<file path="config.mk">
export PLATFORM = sky130hd
export DESIGN_NAME = mem_bus_arbiter_flat
export DESIGN_NICKNAME = d
export VERILOG_FILES = /design/src/rtl/mem_bus_arbiter_if.sv /design/src/rtl/mem_bus_arbiter.sv /design/src/flat_wrapper.sv
export SDC_FILE = /design/constraint.sdc
export NUM_CORES = 1
export LEC_CHECK = 0
export ABC_CLOCK_PERIOD_IN_PS = 2200
export BUFFER_PORTS_ARGS = -buffer_cell sky130_fd_sc_hd__buf_2
export CELL_PAD_IN_SITES_DETAIL_PLACEMENT = 1
export CELL_PAD_IN_SITES_GLOBAL_PLACEMENT = 1
export CORE_ASPECT_RATIO = 1.1
export CORE_MARGIN = 10
export CORE_UTILIZATION = 30
export CTS_CLUSTER_SIZE = 16
export DETAILED_ROUTE_END_ITERATION = 16
export GPL_TIMING_DRIVEN = 0
export MAX_ROUTING_LAYER = met4
export PLACE_DENSITY = 0.73
export SLEW_MARGIN = 20
export SYNTH_ARGS = -nofsm -noshare
export SYNTH_HDL_FRONTEND = slang
export SYNTH_SLANG_ARGS = --single-unit
export TNS_END_PERCENT = 50
</file>
<file path="constraint.sdc">
create_clock -name clk -period 2.2 [get_ports clk]
set_input_delay 0.11 -clock clk [delete_from_list [all_inputs] [get_ports clk]]
set_output_delay 0.11 -clock clk [all_outputs]
set_load 0.005 [all_outputs]
</file>
<file path="src/rtl/mem_bus_arbiter_if.sv">
// Fetch/data request bundle and single-port memory handshake.
// master: the arbiter's view; slave: requesters and memory.
interface mem_bus_arbiter_if #(
   parameter int ADDR_W = 32,
   parameter int DATA_W = 32
);
   localparam int BE_W = DATA_W / 8;

   logic              i_req;
   logic [ADDR_W-1:0] i_addr;
   logic              i_ack;
   logic [DATA_W-1:0] i_rdata;
   logic              i_err;

   logic              d_re;
   logic              d_we;
   logic [ADDR_W-1:0] d_addr;
   logic [DATA_W-1:0] d_wdata;
   logic [BE_W-1:0]   d_be;
   logic              d_ack;
   logic [DATA_W-1:0] d_rdata;
   logic              d_err;

   logic              mem_req;
   logic              mem_we;
   logic [ADDR_W-1:0] mem_addr;
   logic [DATA_W-1:0] mem_wdata;
   logic [BE_W-1:0]   mem_be;
   logic              mem_ack;
   logic [DATA_W-1:0] mem_rdata;

   logic              stall;
   logic              bus_err;

   modport master (
      input  i_req, i_addr,
      input  d_re, d_we, d_addr, d_wdata, d_be,
      input  mem_ack, mem_rdata,
      output i_ack, i_rdata, i_err,
      output d_ack, d_rdata, d_err,
      output mem_req, mem_we, mem_addr,
      output mem_wdata, mem_be,
      output stall, bus_err
   );

   modport slave (
      output i_req, i_addr,
      output d_re, d_we, d_addr, d_wdata, d_be,
      output mem_ack, mem_rdata,
      input  i_ack, i_rdata, i_err,
      input  d_ack, d_rdata, d_err,
      input  mem_req, mem_we, mem_addr,
      input  mem_wdata, mem_be,
      input  stall, bus_err
   );
endinterface

</file>
<file path="src/rtl/mem_bus_arbiter.sv">
// Round-robin arbiter sharing one memory port between fetch and data.
// One transaction in flight; ack pulses one cycle after mem_ack or timeout.
module mem_bus_arbiter #(
   parameter int ADDR_W  = 32,
   parameter int DATA_W  = 32,
   parameter int TIMEOUT = 255
) (
   input  logic              clk,
   input  logic              rst,
   mem_bus_arbiter_if.master bus
);
   localparam int BE_W = DATA_W / 8;
   localparam int TW =
      (TIMEOUT > 0) ? $clog2(TIMEOUT + 1) : 1;
   localparam logic [TW-1:0] T_MAX = TW'(TIMEOUT);
   localparam bit TO_EN = (TIMEOUT > 0);

   typedef enum logic [1:0] {
      IDLE   = 2'd0,
      BUSY_I = 2'd1,
      BUSY_D = 2'd2
   } state_e;

   state_e            state_q, state_d;
   logic              last_d_q, last_d_d;
   logic [TW-1:0]     timer_q, timer_d;
   logic              mem_req_q, mem_req_d;
   logic              mem_we_q, mem_we_d;
   logic [ADDR_W-1:0] mem_addr_q, mem_addr_d;
   logic [DATA_W-1:0] mem_wdata_q, mem_wdata_d;
   logic [BE_W-1:0]   mem_be_q, mem_be_d;
   logic              i_ack_q, i_ack_d;
   logic              i_err_q, i_err_d;
   logic [DATA_W-1:0] i_rdata_q, i_rdata_d;
   logic              d_ack_q, d_ack_d;
   logic              d_err_q, d_err_d;
   logic [DATA_W-1:0] d_rdata_q, d_rdata_d;
   logic              bus_err_q, bus_err_d;

   logic d_any;
   logic i_elig;
   logic d_elig;
   logic pick_d;
   logic done_ok;
   logic done_to;

   always_comb begin
      d_any       = bus.d_re | bus.d_we;
      // a requester is blind in its own ack cycle
      i_elig      = bus.i_req & ~i_ack_q;
      d_elig      = d_any & ~d_ack_q;
      pick_d      = d_elig & (~i_elig | ~last_d_q);
      done_ok     = 1'b0;
      done_to     = 1'b0;
      state_d     = state_q;
      last_d_d    = last_d_q;
      timer_d     = timer_q;
      mem_req_d   = mem_req_q;
      mem_we_d    = mem_we_q;
      mem_addr_d  = mem_addr_q;
      mem_wdata_d = mem_wdata_q;
      mem_be_d    = mem_be_q;
      i_ack_d     = 1'b0;
      i_err_d     = 1'b0;
      i_rdata_d   = i_rdata_q;
      d_ack_d     = 1'b0;
      d_err_d     = 1'b0;
      d_rdata_d   = d_rdata_q;
      bus_err_d   = bus_err_q
                  | (bus.d_re & bus.d_we);

      unique case (state_q)
         IDLE: begin
            if (i_elig | d_elig) begin
               timer_d   = '0;
               mem_req_d = 1'b1;
               last_d_d  = pick_d;
               if (pick_d) begin
                  state_d     = BUSY_D;
                  mem_we_d    = bus.d_we;
                  mem_addr_d  = bus.d_addr;
                  mem_wdata_d = bus.d_wdata;
                  mem_be_d    = bus.d_we ? bus.d_be
                                         : '1;
               end else begin
                  state_d     = BUSY_I;
                  mem_we_d    = 1'b0;
                  mem_addr_d  = bus.i_addr;
                  mem_wdata_d = '0;
                  mem_be_d    = '1;
               end
            end
         end
         BUSY_I, BUSY_D: begin
            if (bus.mem_ack) begin
               done_ok = 1'b1;
            end else if (TO_EN && timer_q == T_MAX) begin
               done_to = 1'b1;
            end else if (TO_EN) begin
               timer_d = timer_q + TW'(1);
               // withdraw the request; abort next cycle
               if (timer_d == T_MAX) begin
                  mem_req_d = 1'b0;
               end
            end
            if (done_ok | done_to) begin
               state_d   = IDLE;
               mem_req_d = 1'b0;
               if (state_q == BUSY_I) begin
                  i_ack_d = 1'b1;
                  i_err_d = done_to;
                  if (done_ok) begin
                     i_rdata_d = bus.mem_rdata;
                  end
               end else begin
                  d_ack_d = 1'b1;
                  d_err_d = done_to;
                  if (done_ok && !mem_we_q) begin
                     d_rdata_d = bus.mem_rdata;
                  end
               end
            end
            if (done_to) begin
               bus_err_d = 1'b1;
            end
         end
         default: begin
            state_d = IDLE;
         end
      endcase
   end

   always_ff @(posedge clk or negedge rst) begin
      if (!rst) begin
         state_q     <= IDLE;
         last_d_q    <= 1'b0;
         timer_q     <= '0;
         mem_req_q   <= 1'b0;
         mem_we_q    <= 1'b0;
         mem_addr_q  <= '0;
         mem_wdata_q <= '0;
         mem_be_q    <= '0;
         i_ack_q     <= 1'b0;
         i_err_q     <= 1'b0;
         i_rdata_q   <= '0;
         d_ack_q     <= 1'b0;
         d_err_q     <= 1'b0;
         d_rdata_q   <= '0;
         bus_err_q   <= 1'b0;
      end else begin
         state_q     <= state_d;
         last_d_q    <= last_d_d;
         timer_q     <= timer_d;
         mem_req_q   <= mem_req_d;
         mem_we_q    <= mem_we_d;
         mem_addr_q  <= mem_addr_d;
         mem_wdata_q <= mem_wdata_d;
         mem_be_q    <= mem_be_d;
         i_ack_q     <= i_ack_d;
         i_err_q     <= i_err_d;
         i_rdata_q   <= i_rdata_d;
         d_ack_q     <= d_ack_d;
         d_err_q     <= d_err_d;
         d_rdata_q   <= d_rdata_d;
         bus_err_q   <= bus_err_d;
      end
   end

   assign bus.i_ack     = i_ack_q;
   assign bus.i_err     = i_err_q;
   assign bus.i_rdata   = i_rdata_q;
   assign bus.d_ack     = d_ack_q;
   assign bus.d_err     = d_err_q;
   assign bus.d_rdata   = d_rdata_q;
   assign bus.mem_req   = mem_req_q;
   assign bus.mem_we    = mem_we_q;
   assign bus.mem_addr  = mem_addr_q;
   assign bus.mem_wdata = mem_wdata_q;
   assign bus.mem_be    = mem_be_q;
   assign bus.bus_err   = bus_err_q;
   // forced low during reset like every other output
   assign bus.stall = rst
      & ((bus.i_req & ~i_ack_q)
       | (d_any & ~d_ack_q));
endmodule

</file>
<file path="src/flat_wrapper.sv">
// flat-port wrapper written by rule: the top's interface ports become plain ports
module mem_bus_arbiter_flat 
#(
   parameter int ADDR_W  = 32,
   parameter int DATA_W  = 32,
   parameter int TIMEOUT = 255
)
  (clk, rst, bus_i_req, bus_i_addr, bus_d_re, bus_d_we, bus_d_addr, bus_d_wdata, bus_d_be, bus_mem_ack, bus_mem_rdata, bus_i_ack, bus_i_rdata, bus_i_err, bus_d_ack, bus_d_rdata, bus_d_err, bus_mem_req, bus_mem_we, bus_mem_addr, bus_mem_wdata, bus_mem_be, bus_stall, bus_bus_err);
  mem_bus_arbiter_if #(.ADDR_W(ADDR_W), .DATA_W(DATA_W)) bus_i ();
  input  logic clk;
  input  logic rst;
  input wire logic [$bits(bus_i.i_req)-1:0] bus_i_req;
  input wire logic [$bits(bus_i.i_addr)-1:0] bus_i_addr;
  input wire logic [$bits(bus_i.d_re)-1:0] bus_d_re;
  input wire logic [$bits(bus_i.d_we)-1:0] bus_d_we;
  input wire logic [$bits(bus_i.d_addr)-1:0] bus_d_addr;
  input wire logic [$bits(bus_i.d_wdata)-1:0] bus_d_wdata;
  input wire logic [$bits(bus_i.d_be)-1:0] bus_d_be;
  input wire logic [$bits(bus_i.mem_ack)-1:0] bus_mem_ack;
  input wire logic [$bits(bus_i.mem_rdata)-1:0] bus_mem_rdata;
  output wire logic [$bits(bus_i.i_ack)-1:0] bus_i_ack;
  output wire logic [$bits(bus_i.i_rdata)-1:0] bus_i_rdata;
  output wire logic [$bits(bus_i.i_err)-1:0] bus_i_err;
  output wire logic [$bits(bus_i.d_ack)-1:0] bus_d_ack;
  output wire logic [$bits(bus_i.d_rdata)-1:0] bus_d_rdata;
  output wire logic [$bits(bus_i.d_err)-1:0] bus_d_err;
  output wire logic [$bits(bus_i.mem_req)-1:0] bus_mem_req;
  output wire logic [$bits(bus_i.mem_we)-1:0] bus_mem_we;
  output wire logic [$bits(bus_i.mem_addr)-1:0] bus_mem_addr;
  output wire logic [$bits(bus_i.mem_wdata)-1:0] bus_mem_wdata;
  output wire logic [$bits(bus_i.mem_be)-1:0] bus_mem_be;
  output wire logic [$bits(bus_i.stall)-1:0] bus_stall;
  output wire logic [$bits(bus_i.bus_err)-1:0] bus_bus_err;
  assign bus_i.i_req = bus_i_req;
  assign bus_i.i_addr = bus_i_addr;
  assign bus_i.d_re = bus_d_re;
  assign bus_i.d_we = bus_d_we;
  assign bus_i.d_addr = bus_d_addr;
  assign bus_i.d_wdata = bus_d_wdata;
  assign bus_i.d_be = bus_d_be;
  assign bus_i.mem_ack = bus_mem_ack;
  assign bus_i.mem_rdata = bus_mem_rdata;
  assign bus_i_ack = bus_i.i_ack;
  assign bus_i_rdata = bus_i.i_rdata;
  assign bus_i_err = bus_i.i_err;
  assign bus_d_ack = bus_i.d_ack;
  assign bus_d_rdata = bus_i.d_rdata;
  assign bus_d_err = bus_i.d_err;
  assign bus_mem_req = bus_i.mem_req;
  assign bus_mem_we = bus_i.mem_we;
  assign bus_mem_addr = bus_i.mem_addr;
  assign bus_mem_wdata = bus_i.mem_wdata;
  assign bus_mem_be = bus_i.mem_be;
  assign bus_stall = bus_i.stall;
  assign bus_bus_err = bus_i.bus_err;
  mem_bus_arbiter #(.ADDR_W(ADDR_W), .DATA_W(DATA_W), .TIMEOUT(TIMEOUT)) u_core (.clk(clk), .rst(rst), .bus(bus_i));
endmodule
</file>
* After elaboration in Yosys (flattened, before gate mapping)
Index checks and enable logic that the tools add are counted.
** Cells by class
- $add $sub $neg :: 1
- Eq/ne operators :: 11
- Muxes and demuxes :: 38
- Bitwise operators :: 15
- Reductions and logical operators :: 11
** Operators with widths (count)
- 32-bit two-way mux :: 2
- 1-bit two-way mux :: 25
- 8-bit two-way mux :: 3
- 8-bit equality test (second input constant) :: 2
- 8-bit case mux with 2 select lines :: 1
- 4-bit AND reduction :: 3
- 8-bit by 1-bit adder with 8-bit output (second input constant) :: 1
- 4-bit two-way mux :: 2
- 2-bit two-way mux :: 3
- 1-bit bitwise AND :: 5
- 1-bit inverter :: 5
- 1-bit bitwise OR :: 5
- 5-bit AND reduction :: 1
- 2-bit by 1-bit inequality test with 1-bit output (second input constant) :: 2
- 2-bit inequality test (second input constant) :: 2
- 2-bit case mux with 2 select lines :: 1
- 2-bit AND reduction :: 2
- 3-bit by 1-bit inequality test with 1-bit output (second input constant) :: 1
- 3-bit by 2-bit inequality test with 1-bit output (second input constant) :: 1
- 3-bit inequality test (second input constant) :: 1
- 2-bit by 1-bit equality test with 1-bit output (second input constant) :: 1
- 2-bit equality test (second input constant) :: 1
- 2-bit zero test :: 1
- 1-bit case mux with 2 select lines :: 1
- 4 further kinds :: 4
** Storage, ports and cells
- Flip-flop bits (word level) :: 150
- Output and inout bits :: 140
- Word-level logic and storage cells :: 91

* Depth between registers and ports, before layout
- Word-level depth :: 8
- Depth in mapped cells :: 7
- Gate-level depth less buffers :: 7

* Least setup slack after synthesis
No wires, ideal clock.
- Path kind :: reg-to-reg
- Start :: reg u_core.state_q[0]
- End :: reg u_core.timer_q[7]
- Setup time :: 0.083 ns
- Arrival time :: 1.681 ns
- Data required time :: 2.117 ns
- Slack :: 0.437 ns
- Cell stages (with the launch flop) :: 8
- Buffers on the path :: 0
- Clock period less this slack :: 1.763 ns
- Cell sequence :: dfrtp_1 -> inv_1 -> ha_1 -> nor2b_1 -> o21a_1 -> nand2_1 -> or3_1 -> o21ai_0
** On the way
- Word-level cells in the longest chain between the ends :: 4
- Elaborated cells between the ends (all ways) :: 10
- Those cells by class :: eq/ne: 5; mux: 1; reduce/logical: 4
** Ends and longest elaborated chain
- from (decl) :: line mem_bus_arbiter.sv:24 : state_e state_q, state_d;
- from (signal assigned) :: line mem_bus_arbiter.sv:151 : state_q <= state_d;
- 2-bit equality test or 2-bit by 1-bit equality test with 1-bit output (tied branches) :: line mem_bus_arbiter.sv:72 : unique case (state_q)
- 2-bit OR reduction :: line mem_bus_arbiter.sv:72
- 2-bit inequality test (no line) or 2-bit nonzero test (tied branches)
- 4-bit AND reduction (no line)
- to (signal assigned) :: line mem_bus_arbiter.sv:153 : timer_q <= timer_d;
- to (decl) :: line mem_bus_arbiter.sv:26 : logic [TW-1:0] timer_q, timer_d;
Parallel ways exist; a longest one is shown, timed or not.
A chain may end at the register's enable or synchronous reset.

* Final worst setup path
- Start :: reg u_core.state_q[1]
- End :: reg u_core.timer_q[6]
Same word-level chain as after synthesis.

==> metrics.txt <==
status=complete, no violations; tightest slew margin relative to the limit=57.21%; Final Instance Count excl. Fillers=1072; data arrival time of the critical path=2.28 ns; Hold Crit Depth=3; final setup vio count=0; total number of placement rows=54; area of the mapped netlist=6058 sq um; per-cell via count in the routed design=4.843; complex-gate fraction of the synthesized area=18.48%; TritonCTS buffer count=17; worst min-delay path category=in -> reg; final wirelength=21710 um; growth of design area from synthesis to finish=51.40%; fill cell count=2197; remaining global-route overflow=0; source-to-sink clock delay at the later pin of the worst-skew pair=0.41 ns; Placed Instances=965; number of primary I/O pins=278; most frequent cell after synthesis=sky130_fd_sc_hd__dfrtp_1; number of vias after detailed routing=5192; share of final-layout standard cells stronger than drive strength 1=48.35%; number of global-route vias before repair=6043; net total in the final layout=948; transition time at the pin with the least slew margin=0.6418 ns; largest cells by area after synthesis=sky130_fd_sc_hd__dfrtp_1 62%, sky130_fd_sc_hd__a22o_1 14%, sky130_fd_sc_hd__mux2_2 12%, sky130_fd_sc_hd__ha_1 1.0%, sky130_fd_sc_hd__buf_2 0.99%; TritonCTS clock tree=built; total power divided by cell area=1402 nW/um^2; largest vdd supply drop=0.5899 mV; top achievable clock speed=0.5058 GHz; number of input and output port buffers inserted=277; number of flops mapped to enable cells by yosys=0; logic depth of the worst path, buffers included=7; DPL Wire Length=15720 um; count of endpoints failing hold in the final timing report=0; top post-synthesis cells by count=150 x sky130_fd_sc_hd__dfrtp_1, 99 x sky130_fd_sc_hd__a22o_1, 65 x sky130_fd_sc_hd__mux2_2, 14 x sky130_fd_sc_hd__nand2_1, 13 x sky130_fd_sc_hd__clkbuf_1; Die Span Y=169.0 um; level count of the clock H-tree=4; leakage=4.614 nW; area of combinational cells with multiple inputs=2166 sq um; first-pass GRT wire length=33630 um; cells along the critical path=inv_1 -> ha_1 -> nor2b_1 -> o21a_2 -> o21a_1 -> o21ai_0 -> mux2_2; Worst Clk Skew=0.008998 ns; largest area contributor in the netlist=sky130_fd_sc_hd__dfrtp_1; core area=19860 sq um; mean routed wirelength per cell=20.25 um; crit path capture type=register; highest fanout seen on the critical path=7; primary flip-flop cell chosen by synthesis mapping=sky130_fd_sc_hd__dfrtp_1; instance count of the mapped netlist=435; Synth Area in XOR/XNOR=0%; post-synthesis sequential element count=150; Synthesis Warnings=0; die area=26280 sq um; post-route antenna net violation count=0; width of the die=155.5 um; highest cell delay on the worst timing path=0.39 ns; Crit path max-delay family=compound AO/OA/AOI/OAI gates; Critical Path Start Type=register; Clock transition at path regs=0.06 ns; overall fraction of global-route tracks in use=16.61%; final critical-path required period=1.977 ns; max-capacitance violation count=0; simple-gate share of the synthesized area=4.089%; post-layout power=12.86 mW; placer congestion estimate=0.7758; Async SR Flop Fraction=100.0%; unrepaired setup endpoints after global routing=false; max-slew violation count=0; combinational family with the most area after synthesis=compound AO/OA/AOI/OAI gates; part of the Yosys area used for sequential elements=61.96%; pin count of the biggest net entering global routing=81; Final Cycle Share=89.86%; post-synthesis share of cell area spent on full adders, half adders and majority gates=1.033%; critical path type=reg -> reg; slowest stage cell on the critical path=sky130_fd_sc_hd__ha_1; buffering stage count on the worst path with inverters included=1; multiplexer share of the synthesized area=12.08%; Longest Clk Path Bufs=2; mean post-synth cell area=13.93 sq um; Initial Util=30.50%; required time worst endpoint=2.50 ns; sinks on the clock net=150; Sequential Area=3754 sq um; count of TritonRoute iterations in the first routing pass=4; final worst hold slack=0.02566 ns; first-iteration detailed-routing DRC count=246; post-synth net total=578; number of different library cells in the post-synthesis netlist=38; cell depth of the worst flop-to-flop path=7; post-route DRC violation count=0; area share of the largest cell type after synthesis=61.96%; cell at the root of the clock tree=sky130_fd_sc_hd__clkbuf_16; final core area utilization=46.18%; initial antenna violation count=3
## final timing paths
check | start | to | slack (ns)
min in group asynchronous | rst | u_core.timer_q[5] | 0.24
max in group asynchronous | rst | u_core.bus.i_rdata[9] | 1.19
max | u_core.state_q[1] | u_core.timer_q[6] | 0.22
min reg2reg | u_core.bus.bus_err | u_core.bus.bus_err | 0.48
max reg2reg | u_core.state_q[1] | u_core.timer_q[6] | 0.22
min | bus_i_addr[2] | u_core.bus.mem_addr[2] | 0.03
## sequential cells by signal, summed over array words and instances (netlist names)
register,flops
u_core.bus.d_rdata,32
u_core.bus.i_rdata,32
u_core.bus.mem_addr,32
u_core.bus.mem_wdata,32
u_core.timer_q,8
u_core.bus.mem_be,4
u_core.state_q,2
u_core.bus.bus_err,1
u_core.bus.d_ack,1
u_core.bus.d_err,1
u_core.bus.i_ack,1
u_core.bus.i_err,1
u_core.bus.mem_req,1
u_core.bus.mem_we,1
u_core.last_d_q,1
## per-layer routing
metal / GRT usage, % / share of wire [%] / up-vias
met3: 4.994 / 5.6 / 35
li1: - / - / 2383
met4: 6.189 / 2.6 / 0
met5: - / 0 / -
met2: 28.42 / 52 / 188
met1: 17.78 / 40 / 2586
## layout make-up
class	instances	area share, %
Sequential cell	150	40.92
Multi-Input combinational cell	251	23.61
Timing Repair Buffer	351	23.49
Clock buffer	20	4.979
Tap cell	252	3.437
Clock inverter	11	1.869
Buffer	28	1.364
Inverter	6	0.2455
Antenna cell	3	0.08184
## report_power, final
part	internal, mW	total (mW)	switching (mW)	leakage, nW
Clock	1.96	3.12	1.16	0.303
Sequential	4.00	4.66	0.661	1.85
Combinational	2.55	5.09	2.53	2.46
## repair_timing
item	4_1_cts	5_1_grt
buffers inserted	0	0
gates resized for setup	2	7
hold endpoints to repair	173	0
setup endpoints to repair	3	36
pin swaps	0	0
hold buffers	73	0
## cells in the final DEF (no fill, tap or decap), drive strengths merged, types with 2 or more instances in the layout
master       count
dlygate4sd3     73
nand3            6
nand2           14
and2             4
nor3             2
a31oi            3
mux2            65
nor2b            4
clkinvlp         2
a21oi            4
a21o             3
clkbuf          35
and3             5
nor3b            2
o21ai           11
o21a             2
dfrtp          150
o22a             4
bufinv           4
diode            3
a22o            99
inv              8
nor2             4
buf            291
clkinv           3
ha               5
## metrics by stage
| step | instance area [sq um] | setup slack, ns | setup TNS, ns |
|---|---|---|---|
| after detailed placement | 7797 | -0.04354 | -0.05525 |
| final | 9173 | 0.2230 | 0 |
| after CTS | 9158 | 0.03377 | 0 |
| after global routing | 9173 | 0.05542 | 0 |
| after floorplan | 6058 | 0.4368 | 0 |
| after global placement | 7760 | -1.321 | -197.14 |
## worst min-delay path: cells and delay by family
kind	cells	cell delay [ns]
AO/OA/AOI/OAI	2	0.22
buffers and inverters	1	0.08
## logic make-up after synthesis
| kind of cell | after synthesis |
|---|---|
| flip-flops | 150 |
| AO/OA/AOI/OAI | 134 |
| AND/OR/NAND/NOR | 47 |
| multiplexers | 65 |
| buffers and inverters | 34 |
| adder cells (fa/ha/maj) | 5 |
No activity file was read; power rests on OpenSTA's default activity.
